File: src/rtl/dmem_access_controller_pkg.sv
`default_nettype none
// ============================================================================
// Module   : dmem_access_controller_pkg
// Purpose  : Shared constants for the data-memory access controller:
//            RV32 load/store funct3 codes, controller state encodings,
//            word length and the core-request legality check.
// Ports    : none (package)
// Revision : 1.0 - initial release
// ============================================================================
package dmem_access_controller_pkg;

  localparam int WORD_LEN = 32;

  // RV32 load/store width codes
  localparam logic [2:0] F3_B  = 3'b000;
  localparam logic [2:0] F3_H  = 3'b001;
  localparam logic [2:0] F3_W  = 3'b010;
  localparam logic [2:0] F3_BU = 3'b100;
  localparam logic [2:0] F3_HU = 3'b101;

  typedef enum logic [2:0] {
    ST_IDLE  = 3'd0,
    ST_READ  = 3'd1,
    ST_MERGE = 3'd2,
    ST_RESP  = 3'd3,
    ST_WRITE = 3'd4,
    ST_ERR   = 3'd5
  } state_t;

  // Returns 1 when a core request must be rejected without touching memory:
  // bad width code, unsigned store, misalignment or out-of-range address.
  function automatic logic core_req_illegal(
    input logic                wen,
    input logic [2:0]          f3,
    input logic [WORD_LEN-1:0] addr,
    input logic [WORD_LEN-1:0] mem_bytes
  );
    logic bad;
    bad = 1'b0;
    case (f3)
      F3_B:    bad = 1'b0;
      F3_H:    bad = addr[0];
      F3_W:    bad = (addr[1:0] != 2'b00);
      F3_BU:   bad = wen;
      F3_HU:   bad = wen | addr[0];
      default: bad = 1'b1;
    endcase
    if (addr >= mem_bytes) begin
      bad = 1'b1;
    end
    return bad;
  endfunction

endpackage
`default_nettype wire

File: src/rtl/dmem_lane_formatter.sv
`default_nettype none
// ============================================================================
// Module   : dmem_lane_formatter
// Purpose  : Combinational byte-lane logic for the data-memory controller.
//            Load path : selects the byte/half lane addressed by i_off and
//                        sign- or zero-extends it according to i_funct3.
//            Store path: replaces the addressed byte/half lane of i_word
//                        with the right-aligned store data, keeping the
//                        other lanes.
// Ports    : i_funct3    width code (F3_*)
//            i_off       byte offset within the word (addr[1:0])
//            i_word      word read from memory
//            i_wdata     right-aligned store data
//            o_load_data formatted load result
//            o_merged    word to write back for a sub-word store
// Revision : 1.0 - initial release
// ============================================================================
module dmem_lane_formatter
  import dmem_access_controller_pkg::*;
(
  input  logic [2:0]          i_funct3,
  input  logic [1:0]          i_off,
  input  logic [WORD_LEN-1:0] i_word,
  input  logic [WORD_LEN-1:0] i_wdata,
  output logic [WORD_LEN-1:0] o_load_data,
  output logic [WORD_LEN-1:0] o_merged
);

  logic [WORD_LEN-1:0] w_shift;

  // Load extract / extend
  always_comb begin
    w_shift     = i_word >> {i_off, 3'b000};
    o_load_data = i_word;
    case (i_funct3)
      F3_B:    o_load_data = {{24{w_shift[7]}}, w_shift[7:0]};
      F3_BU:   o_load_data = {24'h000000, w_shift[7:0]};
      F3_H:    o_load_data = {{16{w_shift[15]}}, w_shift[15:0]};
      F3_HU:   o_load_data = {16'h0000, w_shift[15:0]};
      default: o_load_data = i_word;
    endcase
  end

  // Store lane merge; halfword lanes are selected by i_off[1] only since
  // misaligned halves never reach this point.
  always_comb begin
    o_merged = i_word;
    case (i_funct3)
      F3_B:    o_merged[{i_off, 3'b000} +: 8]        = i_wdata[7:0];
      F3_H:    o_merged[{i_off[1], 4'b0000} +: 16]   = i_wdata[15:0];
      default: o_merged = i_wdata;
    endcase
  end

endmodule
`default_nettype wire

File: src/rtl/dmem_access_controller.sv
`default_nettype none
// ============================================================================
// Module   : dmem_access_controller
// Purpose  : Sequences all accesses to the word-only data memory (registered
//            read, 1-cycle latency). Arbitrates the core LSU against the
//            program loader (loader has priority), performs sub-word stores
//            as read-modify-write and formats loads.
// Ports    : clk, rst_n            clock / async active-low reset
//            i_core_*              core request (valid/wen/funct3/addr/wdata)
//            o_core_done/rdata/err core completion pulse and results
//            i_ld_*                loader word-write request
//            o_ld_done             loader completion pulse
//            o_mem_addr/wdata/wen  data memory command (word aligned)
//            i_mem_rdata           data memory read data
//            o_busy                controller not idle
// Revision : 1.0 - initial release
// ============================================================================
module dmem_access_controller
  import dmem_access_controller_pkg::*;
#(
  parameter int unsigned MEM_BYTES = 131072
) (
  input  logic                clk,
  input  logic                rst_n,
  // core LSU
  input  logic                i_core_valid,
  input  logic                i_core_wen,
  input  logic [2:0]          i_core_funct3,
  input  logic [WORD_LEN-1:0] i_core_addr,
  input  logic [WORD_LEN-1:0] i_core_wdata,
  output logic                o_core_done,
  output logic [WORD_LEN-1:0] o_core_rdata,
  output logic                o_core_err,
  // program loader
  input  logic                i_ld_valid,
  input  logic [WORD_LEN-1:0] i_ld_addr,
  input  logic [WORD_LEN-1:0] i_ld_wdata,
  output logic                o_ld_done,
  // data memory
  output logic [WORD_LEN-1:0] o_mem_addr,
  output logic [WORD_LEN-1:0] o_mem_wdata,
  output logic                o_mem_wen,
  input  logic [WORD_LEN-1:0] i_mem_rdata,
  // status
  output logic                o_busy
);

  localparam logic [WORD_LEN-1:0] c_mem_bytes = WORD_LEN'(MEM_BYTES);

  state_t              r_state;
  logic [2:0]          r_f3;
  logic [1:0]          r_off;
  logic [WORD_LEN-1:0] r_wdata;
  logic                r_wen;
  logic                r_src_ld;
  logic [WORD_LEN-1:0] r_mem_addr;
  logic [WORD_LEN-1:0] r_mem_wdata;
  logic                r_mem_wen;
  logic                r_core_done;
  logic [WORD_LEN-1:0] r_core_rdata;
  logic                r_core_err;
  logic                r_ld_done;
  logic                r_busy;

  logic                w_core_bad;
  logic                w_ld_bad;
  logic                w_can_accept;
  logic [WORD_LEN-1:0] w_load_data;
  logic [WORD_LEN-1:0] w_merged;

  assign w_core_bad = core_req_illegal(i_core_wen, i_core_funct3, i_core_addr, c_mem_bytes);
  assign w_ld_bad   = (i_ld_addr[1:0] != 2'b00) || (i_ld_addr >= c_mem_bytes);

  // A requester still holds its old request during its done cycle, so
  // nothing is accepted while a done pulse is being presented.
  assign w_can_accept = !(r_core_done || r_ld_done);

  dmem_lane_formatter u_fmt (
    .i_funct3    (r_f3),
    .i_off       (r_off),
    .i_word      (i_mem_rdata),
    .i_wdata     (r_wdata),
    .o_load_data (w_load_data),
    .o_merged    (w_merged)
  );

  always_ff @(posedge clk or negedge rst_n) begin
    if (!rst_n) begin
      r_state      <= ST_IDLE;
      r_f3         <= 3'b000;
      r_off        <= 2'b00;
      r_wdata      <= '0;
      r_wen        <= 1'b0;
      r_src_ld     <= 1'b0;
      r_mem_addr   <= '0;
      r_mem_wdata  <= '0;
      r_mem_wen    <= 1'b0;
      r_core_done  <= 1'b0;
      r_core_rdata <= '0;
      r_core_err   <= 1'b0;
      r_ld_done    <= 1'b0;
      r_busy       <= 1'b0;
    end else begin
      // Pulses and per-response results default low every cycle.
      r_core_done  <= 1'b0;
      r_core_rdata <= '0;
      r_core_err   <= 1'b0;
      r_ld_done    <= 1'b0;
      r_mem_wen    <= 1'b0;

      case (r_state)
        ST_IDLE: begin
          if (w_can_accept && i_ld_valid) begin
            r_src_ld <= 1'b1;
            r_busy   <= 1'b1;
            if (w_ld_bad) begin
              r_state <= ST_ERR;
            end else begin
              r_mem_addr  <= {i_ld_addr[WORD_LEN-1:2], 2'b00};
              r_mem_wdata <= i_ld_wdata;
              r_mem_wen   <= 1'b1;
              r_state     <= ST_WRITE;
            end
          end else if (w_can_accept && i_core_valid) begin
            r_src_ld <= 1'b0;
            r_busy   <= 1'b1;
            r_f3     <= i_core_funct3;
            r_off    <= i_core_addr[1:0];
            r_wdata  <= i_core_wdata;
            r_wen    <= i_core_wen;
            if (w_core_bad) begin
              r_state <= ST_ERR;
            end else if (i_core_wen && (i_core_funct3 == F3_W)) begin
              r_mem_addr  <= {i_core_addr[WORD_LEN-1:2], 2'b00};
              r_mem_wdata <= i_core_wdata;
              r_mem_wen   <= 1'b1;
              r_state     <= ST_WRITE;
            end else begin
              // Loads and sub-word stores both start with a word read.
              r_mem_addr <= {i_core_addr[WORD_LEN-1:2], 2'b00};
              r_state    <= ST_READ;
            end
          end
        end

        ST_READ: begin
          r_state <= r_wen ? ST_MERGE : ST_RESP;
        end

        ST_MERGE: begin
          r_mem_wdata <= w_merged;
          r_mem_wen   <= 1'b1;
          r_state     <= ST_WRITE;
        end

        ST_RESP: begin
          r_core_rdata <= w_load_data;
          r_core_done  <= 1'b1;
          r_busy       <= 1'b0;
          r_state      <= ST_IDLE;
        end

        ST_WRITE: begin
          if (r_src_ld) begin
            r_ld_done <= 1'b1;
          end else begin
            r_core_done <= 1'b1;
          end
          r_busy  <= 1'b0;
          r_state <= ST_IDLE;
        end

        ST_ERR: begin
          if (r_src_ld) begin
            r_ld_done <= 1'b1;
          end else begin
            r_core_done <= 1'b1;
            r_core_err  <= 1'b1;
          end
          r_busy  <= 1'b0;
          r_state <= ST_IDLE;
        end

        default: begin
          r_busy  <= 1'b0;
          r_state <= ST_IDLE;
        end
      endcase
    end
  end

  assign o_core_done  = r_core_done;
  assign o_core_rdata = r_core_rdata;
  assign o_core_err   = r_core_err;
  assign o_ld_done    = r_ld_done;
  assign o_mem_addr   = r_mem_addr;
  assign o_mem_wdata  = r_mem_wdata;
  assign o_mem_wen    = r_mem_wen;
  assign o_busy       = r_busy;

endmodule
`default_nettype wire

File: config.mk
export PLATFORM = sky130hd
export DESIGN_NAME = dmem_access_controller
export DESIGN_NICKNAME = d
export VERILOG_FILES = /design/src/rtl/dmem_access_controller_pkg.sv /design/src/rtl/dmem_lane_formatter.sv /design/src/rtl/dmem_access_controller.sv
export SDC_FILE = /design/constraint.sdc
export NUM_CORES = 1
export LEC_CHECK = 0
export BUFFER_PORTS_ARGS = -buffer_cell sky130_fd_sc_hd__buf_4
export CORE_MARGIN = 2
export CORE_UTILIZATION = 40
export DETAILED_ROUTE_END_ITERATION = 12
export PLACE_DENSITY = 0.65
export SLEW_MARGIN = 20
export SYNTH_ARGS = -nofsm -noshare
export SYNTH_HDL_FRONTEND = slang
export SYNTH_SLANG_ARGS = --single-unit
export TNS_END_PERCENT = 20
File: constraint.sdc
create_clock -name clk -period 7.7 [get_ports clk]
set_input_delay 0 -clock clk [delete_from_list [all_inputs] [get_ports clk]]
set_output_delay 0 -clock clk [all_outputs]
set_load 0.01 [all_outputs]
==> flow_metrics.tcl <==
set metrics [dict create \
    numCtsBuffers 17 \
    slew_headroom 0.340 \
    timing.rr.start "o_ld_done$_DFF_PN0_" \
    gp_congestion 0.934 \
    drc 0 \
    yosysWarnings 0 \
    worst_pin_slew_ps 989 \
    hold_viol 0 \
    dp_hpwl_um 18400 \
    grt_remaining_overflow 0 \
    antenna_found_initial 0 \
    rsz0062_at_grt "no" \
    worstSetupEndpointType "flop" \
    via_per_inst 5.44 \
    dieWidth_um 141 \
    period_share 0.424 \
    holdCritStartpoint "i_ld_wdata[5]" \
    rrSetupSlack_ps 4440 \
    yosys.area.top_type_share 0.467 \
    powerDensity_mw_per_mm2 328 \
    wl_um 26200 \
    status "complete, no violations" \
    ys.flop_type "dfrtp_1" \
    synthTopCellsByArea "dfrtp_1 47%, mux2_2 9.1%, nand2_1 7.2%" \
    cts.sinks 141 \
    synth_cell_type_count 57 \
    seq_area_frac_synth 0.467 \
    setup_ws_ps 4440 \
    synthArstFlopShare 1.00 \
    max_cap_violations 0 \
    insertion_delay_ps 430 \
    drtPass1Iterations 5 \
    wl_per_cell_um 19.4 \
    grt_pass1_wl_um 40400 \
    drive_above_1_share 0.354 \
    drtIter0Drc 607 \
    crit_required_ps 8010 \
    first_global_vias 7343 \
    place_ws_ps 4410 \
    vias 7373 \
    setup_viol_count_final 0 \
    start_util 0.406 \
    finClkSkew_ps 13.0 \
    core_mm2 0.0186 \
    finalSetupTns_ps 0 \
    ys_ff_latch 141 \
    p_leak_nw 5.56 \
    clkSlewWorstSetupHoldPaths_ps 60 \
    ir_drop_v 0.000207 \
    synth-edff-count 0 \
    whs_endpoint "o_mem_wdata[5]$_DFFE_PN0P_" \
    clockBufferDepth 2 \
    finalMaxSlewViolations 0 \
    layout-area-overhead-vs-synth_pct 49.7 \
    worst-setup-path-type "reg2reg" \
    htreeDepth 4 \
    whs_path_depth 4 \
    die-area_mm2 0.0200 \
    syn_inst 769 \
    post-cts-setup-buffers 0 \
    detail-route-antenna-nets 0 \
    syn_area_mm2 0.00756 \
    r2r_cells 6 \
    utilization 0.607 \
    dieHeight_um 141 \
    yosysMostFrequentCell "nand2_1" \
    finalCriticalPeriod_ps 3260 \
    groute.usage.overall 0.261 \
    io_buffers 266 \
    n_antenna_cell 0 \
    synthTopCellsByCount "145 x nand2_1, 141 x dfrtp_1, 61 x mux2_2, 50 x a21oi_1, 41 x clkbuf_1" \
    startpoint_type "flop" \
    reg2reg_to "o_mem_wdata[1]$_DFFE_PN0P_" \
    worstPathMaxFanout 51 \
    syn_area_per_cell_um2 9.83 \
    cts_tree "yes" \
    arrival_ps 3570 \
    max_freq_ghz 0.306 \
    nets 1283 \
    holdCritPathClass "in2reg" \
    num_rows 50 \
    grt_max_degree 77 \
    root_buffer "clkbuf_16" \
    pin_count 269 \
    synth.largest_area_cell "dfrtp_1" \
]
worst max-delay path: stages (launching register included):
cell	delay [ps]
dfrtp_1	410
or3b_2	470
buf_4	300
or4_4	500
nor2_1	210
o31a_1	790
mux2_2	430
layout make-up:
cell class                 instances  area (µm²)
timing repair buffer             383        3140
clock buffer                      21         470
clock inverter                     9         113
sequential                       141        3530
fill                            1565        7320
tap                              234         293
multi-input combinational        538        3670
inverter                          29         109
logic make-up (layout without fill, tap and decap cells):
kind of cell,after synthesis,in the layout,synth area share
AO/OA/AOI/OAI,187,187,0.180
adder cells (fa/ha/maj),5,5,0.00827
buffers and inverters,91,442,0.0510
flip-flops,141,141,0.467
multiplexers,95,95,0.139
other,1,2,0.000496
AND/OR/NAND/NOR,249,249,0.155
metal layers:
metal	track usage	routed length, µm	vias up
met5	0	0	-
met4	0.0821	454	0
met1	0.344	11200	3597
met3	0.0705	2070	38
li1	-	-	3455
met2	0.420	12500	283
how the worst max path moves through the flow:
stage | from | end | slack (ps) | depth (start not counted)
final | o_ld_done$_DFF_PN0_ | o_mem_wdata[1]$_DFFE_PN0P_ | 4440 | 6
after global routing | o_ld_done$_DFF_PN0_ | o_mem_wdata[1]$_DFFE_PN0P_ | 4260 | 6
after CTS | o_ld_done$_DFF_PN0_ | o_mem_wdata[1]$_DFFE_PN0P_ | 4380 | 6
after detailed placement | o_ld_done$_DFF_PN0_ | o_mem_wdata[1]$_DFFE_PN0P_ | 4410 | 6
after global placement | o_ld_done$_DFF_PN0_ | o_mem_wdata[1]$_DFFE_PN0P_ | 4460 | 6
after floorplan | r_off[1]$_DFFE_PN0P_ | o_mem_wdata[16]$_DFFE_PN0P_ | 4980 | 9
power by group:
part / leakage [nW] / internal [W] / switching, W / total [W]
Clock: 0.274 / 0.000500 / 0.000322 / 0.000822
Combinational: 3.46 / 0.000802 / 0.000925 / 0.00173
Sequential: 1.83 / 0.000963 / 0.000198 / 0.00116
Total: 5.56 / 0.00226 / 0.00145 / 0.00371
flip-flops by register name, indices dropped and copies added, names as in the netlist:
signal,count
o_mem_wdata,32
r_off,2
o_ld_done,1
o_mem_wen,1
r_f3,3
r_state,3
r_wen,1
o_core_rdata,32
o_core_done,1
r_src_ld,1
o_busy,1
o_mem_addr,30
o_core_err,1
r_wdata,32
per-stage QoR:
stage               hold WS [ps]  instance area, µm²  std cells  power (W)
floorplan                   -296                7560        770    0.00220
global placement            36.4                9700       1221    0.00277
detailed placement          41.3                9700       1221    0.00280
CTS                         1.25               11300       1355    0.00371
global route                11.1               11300       1355    0.00392
finish                      11.9               11300       1355    0.00371
placed cells by master, fill, tap and decap left out, drive strengths merged, types with 7 or more instances in the layout:
master / instances
dfrtp: 141
inv: 30
o21ai: 17
mux2i: 24
o211ai: 15
nor4: 9
a31o: 7
a311oi: 8
a211oi: 10
dlygate4sd3: 104
nand2: 145
a21o: 8
o221a: 7
clkbuf: 21
nor3: 19
and2: 16
a31oi: 8
a221o: 8
a221oi: 39
buf: 279
a21oi: 50
nor2: 26
mux2: 70
timing repair:
item / in CTS / in global routing
hold buffers: 104 / 0
endpoints found under the hold margin: 153 / 0
gates resized for setup: 0 / 0
setup endpoints to repair: 0 / 0
No activity file was read; power rests on OpenSTA's default activity.
